**config.mk**
```make
export PLATFORM = sky130hd
export DESIGN_NAME = dfd_trace_hop_sink
export DESIGN_NICKNAME = d
export VERILOG_FILES = /design/src/rtl/dfd_tn_pkg.sv /design/src/rtl/dfd_trace_hop_sink_fifo.sv /design/src/rtl/dfd_trace_hop_sink.sv
export SDC_FILE = /design/constraint.sdc
export NUM_CORES = 2
export LEC_CHECK = 0
export ABC_AREA = 1
export BUFFER_PORTS_ARGS = -buffer_cell sky130_fd_sc_hd__buf_2
export CORE_AREA = 2 2 745 599
export DETAILED_ROUTE_END_ITERATION = 12
export DIE_AREA = 0 0 747 601
export PLACE_DENSITY = 0.62
export SYNTH_ARGS = -nofsm -noshare
export SYNTH_HDL_FRONTEND = slang
export SYNTH_HIERARCHICAL = 1
export SYNTH_MEMORY_MAX_BITS = 65536
export SYNTH_SLANG_ARGS = --single-unit
```
**constraint.sdc**
```tcl
create_clock -name clk -period 12.34 [get_ports clk]
set_input_delay 0 -clock clk [delete_from_list [all_inputs] [get_ports clk]]
set_output_delay 0 -clock clk [all_outputs]
set_load 0.05 [all_outputs]
```
**src/rtl/dfd_tn_pkg.sv**
```systemverilog
// Shared definitions for the trace hop sink: class encoding, enable-FSM
// states, quiesce length and a saturating counter helper.
package dfd_tn_pkg;

    // Class encoding carried on hop_tr_src
    localparam logic CLS_NTRACE = 1'b0;
    localparam logic CLS_DST    = 1'b1;

    // Cycles the enabled-source output is held at zero while a new mask settles
    localparam int unsigned QUIESCE_LEN = 2;

    typedef enum logic [1:0] {
        EN_IDLE    = 2'd0,
        EN_ACTIVE  = 2'd1,
        EN_QUIESCE = 2'd2
    } en_state_t;

    // 16-bit increment that sticks at all-ones
    function automatic logic [15:0] sat_inc16(input logic [15:0] v);
        return (v == 16'hFFFF) ? v : (v + 16'd1);
    endfunction

endpackage

```
**src/rtl/dfd_trace_hop_sink_fifo.sv**
```systemverilog
// Per-class FIFO for the trace hop sink. Zero-cycle read (rdata shows the
// head entry combinationally), push into a full FIFO is accepted when a pop
// happens in the same cycle, and a synchronous clear empties it.
module dfd_trace_hop_sink_fifo #(
    parameter int WIDTH = 8,
    parameter int DEPTH = 16,
    localparam int AW = $clog2(DEPTH),
    localparam int CW = $clog2(DEPTH) + 1
) (
    input  logic             clk,
    input  logic             reset,
    input  logic             clear,
    input  logic             push,
    input  logic             pop,
    input  logic [WIDTH-1:0] wdata,
    output logic [WIDTH-1:0] rdata,
    output logic             full,
    output logic             empty,
    output logic [CW-1:0]    free_next
);

    logic [WIDTH-1:0] mem [DEPTH];
    logic [AW-1:0]    wr_ptr;
    logic [AW-1:0]    rd_ptr;
    logic [CW-1:0]    cnt;
    logic [CW-1:0]    cnt_next;
    logic             do_push;
    logic             do_pop;

    assign full    = (cnt == CW'(DEPTH));
    assign empty   = (cnt == {CW{1'b0}});
    assign do_pop  = pop & ~empty & ~clear;
    assign do_push = push & (~full | do_pop) & ~clear;
    assign rdata   = mem[rd_ptr];
    // Free entries once this cycle's push/pop/clear has taken effect
    assign free_next = CW'(DEPTH) - cnt_next;

    // Next occupancy from this cycle's push, pop and clear
    always_comb begin
        cnt_next = cnt;
        if (clear) begin
            cnt_next = {CW{1'b0}};
        end else if (do_push && !do_pop) begin
            cnt_next = cnt + CW'(1);
        end else if (!do_push && do_pop) begin
            cnt_next = cnt - CW'(1);
        end else begin
            cnt_next = cnt;
        end
    end

    // Pointers and occupancy; pointers wrap naturally at DEPTH (power of two)
    always_ff @(posedge clk or posedge reset) begin
        if (reset) begin
            wr_ptr <= {AW{1'b0}};
            rd_ptr <= {AW{1'b0}};
            cnt    <= {CW{1'b0}};
        end else begin
            cnt <= cnt_next;
            if (clear) begin
                wr_ptr <= {AW{1'b0}};
                rd_ptr <= {AW{1'b0}};
            end else begin
                if (do_push) wr_ptr <= wr_ptr + AW'(1);
                if (do_pop)  rd_ptr <= rd_ptr + AW'(1);
            end
        end
    end

    // Storage array; contents need no reset since occupancy gates visibility
    always_ff @(posedge clk) begin
        if (do_push) mem[wr_ptr] <= wdata;
    end

endmodule

```
**src/rtl/dfd_trace_hop_sink.sv**
```systemverilog
// Trace hop sink: terminates the hop chain, sorts one-hot beats into an
// ntrace and a dst FIFO, raises per-class backpressure, forwards flushes and
// runs the enabled-source handshake FSM.
// Optional feature: define DFD_TRACE_SINK_DROP_CNT_EN to add saturating
// per-class dropped-beat counters.
module dfd_trace_hop_sink
    import dfd_tn_pkg::*;
#(
    parameter int NUM_CORES_IN_PATH   = 4,
    parameter int DATA_WIDTH_IN_BYTES = 16,
    parameter int FIFO_DEPTH          = 16,
    parameter int BP_SKID             = 6,
    localparam int DATA_WIDTH = DATA_WIDTH_IN_BYTES * 8,
    localparam int CORE_W     = (NUM_CORES_IN_PATH > 1) ? $clog2(NUM_CORES_IN_PATH) : 1
) (
    input  logic                         clk,
    input  logic                         reset,
    input  logic [NUM_CORES_IN_PATH-1:0] hop_tr_vld,
    input  logic                         hop_tr_src,
    input  logic [DATA_WIDTH-1:0]        hop_tr_data,
    output logic                         hop_tr_ntrace_bp,
    output logic                         hop_tr_dst_bp,
    output logic                         hop_tr_ntrace_flush,
    output logic                         hop_tr_dst_flush,
    output logic [NUM_CORES_IN_PATH-1:0] hop_tr_enabled_srcs,
    input  logic [NUM_CORES_IN_PATH-1:0] cfg_enabled_srcs,
    input  logic                         ntrace_flush_req,
    input  logic                         dst_flush_req,
    output logic                         ntrace_out_vld,
    input  logic                         ntrace_out_rdy,
    output logic [DATA_WIDTH-1:0]        ntrace_out_data,
    output logic [CORE_W-1:0]            ntrace_out_core,
    output logic                         dst_out_vld,
    input  logic                         dst_out_rdy,
    output logic [DATA_WIDTH-1:0]        dst_out_data,
    output logic [CORE_W-1:0]            dst_out_core,
    output logic                         err_onehot,
    output logic                         ntrace_ovf,
    output logic                         dst_ovf
`ifdef DFD_TRACE_SINK_DROP_CNT_EN
    ,
    output logic [15:0]                  ntrace_drop_cnt,
    output logic [15:0]                  dst_drop_cnt
`endif
);

    localparam int ONES_W = $clog2(NUM_CORES_IN_PATH + 1);
    localparam int ENT_W  = CORE_W + DATA_WIDTH;
    localparam int FCW    = $clog2(FIFO_DEPTH) + 1;

    logic [ONES_W-1:0]            vld_ones;
    logic [CORE_W-1:0]            core_idx;
    logic                         is_beat;
    logic                         is_multi;
    logic                         push_n, push_d, pop_n, pop_d;
    logic                         full_n, full_d, empty_n, empty_d;
    logic                         drop_n, drop_d;
    logic [FCW-1:0]               free_n, free_d;
    logic [ENT_W-1:0]             rdata_n, rdata_d;
    en_state_t                    state;
    logic [NUM_CORES_IN_PATH-1:0] mask;
    logic [1:0]                   qcnt;
    logic                         fifo_clear;

    // Count set valid bits and encode the (last) set bit as the core index
    always_comb begin
        vld_ones = {ONES_W{1'b0}};
        core_idx = {CORE_W{1'b0}};
        for (int i = 0; i < NUM_CORES_IN_PATH; i++) begin
            if (hop_tr_vld[i]) begin
                vld_ones = vld_ones + ONES_W'(1);
                core_idx = CORE_W'(i);
            end else begin
                vld_ones = vld_ones;
            end
        end
    end

    assign is_beat  = (vld_ones == ONES_W'(1));
    assign is_multi = (vld_ones > ONES_W'(1));
    assign push_n   = is_beat & (hop_tr_src == CLS_NTRACE);
    assign push_d   = is_beat & (hop_tr_src == CLS_DST);
    assign pop_n    = ntrace_out_vld & ntrace_out_rdy;
    assign pop_d    = dst_out_vld & dst_out_rdy;
    // A beat is lost only when its FIFO is full and not draining this cycle
    assign drop_n   = push_n & full_n & ~pop_n & ~fifo_clear;
    assign drop_d   = push_d & full_d & ~pop_d & ~fifo_clear;

    dfd_trace_hop_sink_fifo #(.WIDTH(ENT_W), .DEPTH(FIFO_DEPTH)) u_fifo_ntrace (
        .clk(clk), .reset(reset), .clear(fifo_clear), .push(push_n), .pop(pop_n),
        .wdata({core_idx, hop_tr_data}), .rdata(rdata_n), .full(full_n),
        .empty(empty_n), .free_next(free_n)
    );

    dfd_trace_hop_sink_fifo #(.WIDTH(ENT_W), .DEPTH(FIFO_DEPTH)) u_fifo_dst (
        .clk(clk), .reset(reset), .clear(fifo_clear), .push(push_d), .pop(pop_d),
        .wdata({core_idx, hop_tr_data}), .rdata(rdata_d), .full(full_d),
        .empty(empty_d), .free_next(free_d)
    );

    assign ntrace_out_vld                     = ~empty_n;
    assign {ntrace_out_core, ntrace_out_data} = rdata_n;
    assign dst_out_vld                        = ~empty_d;
    assign {dst_out_core, dst_out_data}       = rdata_d;

    // Backpressure once free space falls within the hop-chain skid allowance
    always_ff @(posedge clk or posedge reset) begin
        if (reset) begin
            hop_tr_ntrace_bp <= 1'b0;
            hop_tr_dst_bp    <= 1'b0;
        end else begin
            hop_tr_ntrace_bp <= (free_n <= FCW'(BP_SKID));
            hop_tr_dst_bp    <= (free_d <= FCW'(BP_SKID));
        end
    end

    // Flush requests forwarded upstream through one flop
    always_ff @(posedge clk or posedge reset) begin
        if (reset) begin
            hop_tr_ntrace_flush <= 1'b0;
            hop_tr_dst_flush    <= 1'b0;
        end else begin
            hop_tr_ntrace_flush <= ntrace_flush_req;
            hop_tr_dst_flush    <= dst_flush_req;
        end
    end

    // Sticky error flags, cleared only by reset
    always_ff @(posedge clk or posedge reset) begin
        if (reset) begin
            err_onehot <= 1'b0;
            ntrace_ovf <= 1'b0;
            dst_ovf    <= 1'b0;
        end else begin
            if (is_multi) err_onehot <= 1'b1;
            if (drop_n)   ntrace_ovf <= 1'b1;
            if (drop_d)   dst_ovf    <= 1'b1;
        end
    end

`ifdef DFD_TRACE_SINK_DROP_CNT_EN
    // Dropped-beat counters; multi-hot drops are charged to hop_tr_src's class
    always_ff @(posedge clk or posedge reset) begin
        if (reset) begin
            ntrace_drop_cnt <= 16'd0;
            dst_drop_cnt    <= 16'd0;
        end else begin
            if (drop_n || (is_multi && hop_tr_src == CLS_NTRACE))
                ntrace_drop_cnt <= sat_inc16(ntrace_drop_cnt);
            if (drop_d || (is_multi && hop_tr_src == CLS_DST))
                dst_drop_cnt <= sat_inc16(dst_drop_cnt);
        end
    end
`endif

    // Enable FSM: any mask change goes through a zero-output quiesce window
    always_ff @(posedge clk or posedge reset) begin
        if (reset) begin
            state               <= EN_IDLE;
            mask                <= {NUM_CORES_IN_PATH{1'b0}};
            qcnt                <= 2'd0;
            hop_tr_enabled_srcs <= {NUM_CORES_IN_PATH{1'b0}};
            fifo_clear          <= 1'b0;
        end else begin
            fifo_clear <= 1'b0;
            case (state)
                EN_IDLE: begin
                    if (cfg_enabled_srcs != {NUM_CORES_IN_PATH{1'b0}}) begin
                        state               <= EN_ACTIVE;
                        mask                <= cfg_enabled_srcs;
                        hop_tr_enabled_srcs <= cfg_enabled_srcs;
                    end
                end
                EN_ACTIVE: begin
                    if (cfg_enabled_srcs != mask) begin
                        state               <= EN_QUIESCE;
                        mask                <= cfg_enabled_srcs;
                        qcnt                <= 2'd0;
                        hop_tr_enabled_srcs <= {NUM_CORES_IN_PATH{1'b0}};
                    end
                end
                EN_QUIESCE: begin
                    if (cfg_enabled_srcs != mask) begin
                        mask <= cfg_enabled_srcs;
                        qcnt <= 2'd0;
                    end else if (qcnt == 2'(QUIESCE_LEN - 1)) begin
                        if (mask == {NUM_CORES_IN_PATH{1'b0}}) begin
                            state      <= EN_IDLE;
                            fifo_clear <= 1'b1;
                        end else begin
                            state               <= EN_ACTIVE;
                            hop_tr_enabled_srcs <= mask;
                        end
                    end else begin
                        qcnt <= qcnt + 2'd1;
                    end
                end
                default: begin
                    state               <= EN_IDLE;
                    hop_tr_enabled_srcs <= {NUM_CORES_IN_PATH{1'b0}};
                end
            endcase
        end
    end

endmodule

```
==> out/metrics.cfg <==
[sta]
max_slew_margin_pct = 15.1
fmax_mhz = 147
rsz0062_at_grt = no
skew_ns = 0.0941
hold_viol_final = 0
setup_slack_ns = 5.53
final-setup-viol-count = 0
period_share_pct = 55.2
fin_tns_setup_ns = 0
period_needed_ns = 6.81
slew_viol_final = 0
worst_slew_pin_slew_ns = 1.27

[final_layout]
syn2layout_area_growth_pct = 13.7
fin_nets = 12200
layout-drive-gt1-share_pct = 10.2

[clocking]
post_cts_buffers = 0
root_buffer = clkbuf_16
ctsHoldBuffers = 191
tritoncts = done
clk_latency_ns = 1.02
cts_buffers = 406
htreeDepth = 5
post_cts_resized = 0
clk_pin_slew_ns = 0.06
clock-sinks = 4206
cts_max_path_buffers = 4

[critical_path]
end_kind = output port
cp_max_fo = 183
arrival_ns = 6.81
worstPathRequired_ns = 12.34
critical_path_class = flip-flop to output port
start_kind = flip-flop

[route]
ant_nets = 0
drc = 0
vias = 103179
firstDrtPassIters = 8
wl_per_cell_um = 27.0
dr.first_iter.drc_count = 13952
drt_wl_total_um = 492000
via_per_inst = 5.66

[placed_design]
hpwl_um = 248000
pre_cts_ws_ns = 6.80
portBuffers = 415
place.gp.congestion = 0.772

[power]
leakage_uw = 0.0602
report.power.total_uw = 43200
power.density_nw_per_um2 = 234
irDropWorstVdd_v = 0.000280

[synth]
postSynth.asyncResetShare_pct = 1.09
synth.yosys.seq_area_share_pct = 77.4
yosys.area.top_type_share_pct = 76.7
yosys_register_bits = 4206
synth-main-ff-cell = edfxtp_1
syn_avg_cell_area_um2 = 14.0
synth_area_um2 = 163000
yosysTopAreaCell = edfxtp_1
yosysMostFrequentCell = edfxtp_1
synthCells = 11648
synth_cell_types = 45
synth_edf_count = 4160
syn_nets = 11819
ys_warn_count = 6
yosys-top-cells-count = 4160 x edfxtp_1, 1804 x nand2_1, 1087 x o21ai_0
synth_area_leaders = edfxtp_1 77%, nand2_1 4.2%, o21ai_0 3.3%

[floorplan]
core_um2 = 442000
fp.dieW_um = 747
initial_utilization_pct = 36.8
dieArea_um2 = 449000
placementRows = 219
die_h_um = 601
ios = 416

[grt]
grt_first_pass_wirelength_um = 700000
grt_pass1_vias = 96280
grt_max_degree = 263
grt_usage_pct = 21.0
antenna_found_initial = 65
overflow = 0

[outcome]
status = complete, no violations

[hold_path]
hold_path.class = primary input to flip-flop

[job]
cap_violations = 0

-- flip-flops by register name (all words and copies together) (netlist names) --
signal                cells
hop_tr_dst_flush          1
u_fifo_dst/rd_ptr         4
ntrace_ovf                1
state                     2
u_fifo_ntrace/rd_ptr      4
err_onehot                1
u_fifo_dst/mem         2080
mask                      4
dst_ovf                   1
hop_tr_enabled_srcs       4
u_fifo_dst/cnt            5
u_fifo_ntrace/cnt         5
hop_tr_ntrace_bp          1
hop_tr_dst_bp             1
fifo_clear                1
u_fifo_ntrace/wr_ptr      4
u_fifo_ntrace/mem      2080
u_fifo_dst/wr_ptr         4
qcnt                      2
hop_tr_ntrace_flush       1
-- cells in the final DEF, fill, tap and decap left out, types with 153 or more instances in the layout --
cell type | netlist | routed
edfxtp_1 | 4160 | 4160
nand2_1 | 1804 | 1802
o21ai_0 | 1087 | 1086
nor2_1 | 1086 | 1074
a21oi_1 | 634 | 634
nand3_1 | 437 | 437
buf_2 | 369 | 415
clkbuf_16 | 0 | 406
o22ai_1 | 322 | 322
o21ai_1 | 308 | 308
a221oi_1 | 302 | 302
nand4_1 | 213 | 213
o221ai_1 | 207 | 207
dlygate4sd3_1 | 0 | 191
buf_4 | 62 | 153
-- path summary, 6_finish.rpt --
check,start,to,slack [ns],cells past startpoint
min in group asynchronous,reset,u_fifo_dst/cnt[0]$_DFF_PP0_,0.29,4
max in group asynchronous,reset,qcnt[1]$_DFFE_PP0P_,11.41,4
min,hop_tr_data[112],u_fifo_dst/mem[3][112]$_DFFE_PP_,0.07,2
max,u_fifo_dst/rd_ptr[0]$_DFFE_PP0P_,dst_out_data[62],5.53,9
min reg2reg,ntrace_ovf$_DFFE_PP0P_,ntrace_ovf$_DFFE_PP0P_,0.47,2
max reg2reg,u_fifo_dst/cnt[0]$_DFF_PP0_,u_fifo_dst/mem[4][58]$_DFFE_PP_,7.56,14
-- critical path, stage by stage (launching register included) --
cell and delay [ns]:
dfrtp_4 0.90, buf_4 0.71, buf_4 0.85, buf_12 0.68
buf_4 0.83, a21oi_1 0.15, a221oi_1 0.34, o21ai_1 0.21
nand2_1 0.30, buf_2 0.33
-- logic make-up after synthesis --
kind of cell             count (synthesis)  share of synthesized area, %
flip-flops                            4206                          77.4
adder cells (fa/ha/maj)                 28                         0.215
AO/OA/AOI/OAI                         2878                          10.3
AND/OR/NAND/NOR                       3611                          9.20
XOR/XNOR                                15                        0.0807
buffers and inverters                  910                          2.71
-- layout make-up --
cell class / instances / area, um^2
clock buffer: 495 / 10500
antenna: 25 / 62.6
sequential: 4206 / 126000
timing repair buffer: 784 / 5650
tap: 5856 / 7330
inverter: 99 / 475
fill: 39920 / 257000
clock inverter: 246 / 2410
multi-input combinational: 6532 / 32500
-- metrics by stage --
step | util (%) | instances | hold slack, ns | area (um^2)
after floorplan | - | 11648 | -0.123 | 163000
after global placement | 38.5 | 17285 | 0.110 | 170000
after detailed placement | 38.5 | 17285 | 0.114 | 170000
after CTS | 41.8 | 18217 | 0.000277 | 185000
after global routing | 41.8 | 18227 | 0.0586 | 185000
final | 41.8 | 18243 | 0.0701 | 185000
-- report_power, final --
part	switching [uW]	leakage [uW]	internal [uW]	total, uW
Sequential	309	0.0379	16100	16400
Combinational	11600	0.0160	3020	14600
Clock	5510	0.00627	6710	12200
-- routing by layer --
layer	wire (um)	GRT usage, %	vias up
li1	-	-	44764
met1	206000	30.4	52164
met2	222000	32.5	5416
met3	48400	3.88	807
met4	15100	6.23	28
met5	191	0	-
Note: power is estimated with default switching activity, not from simulation.
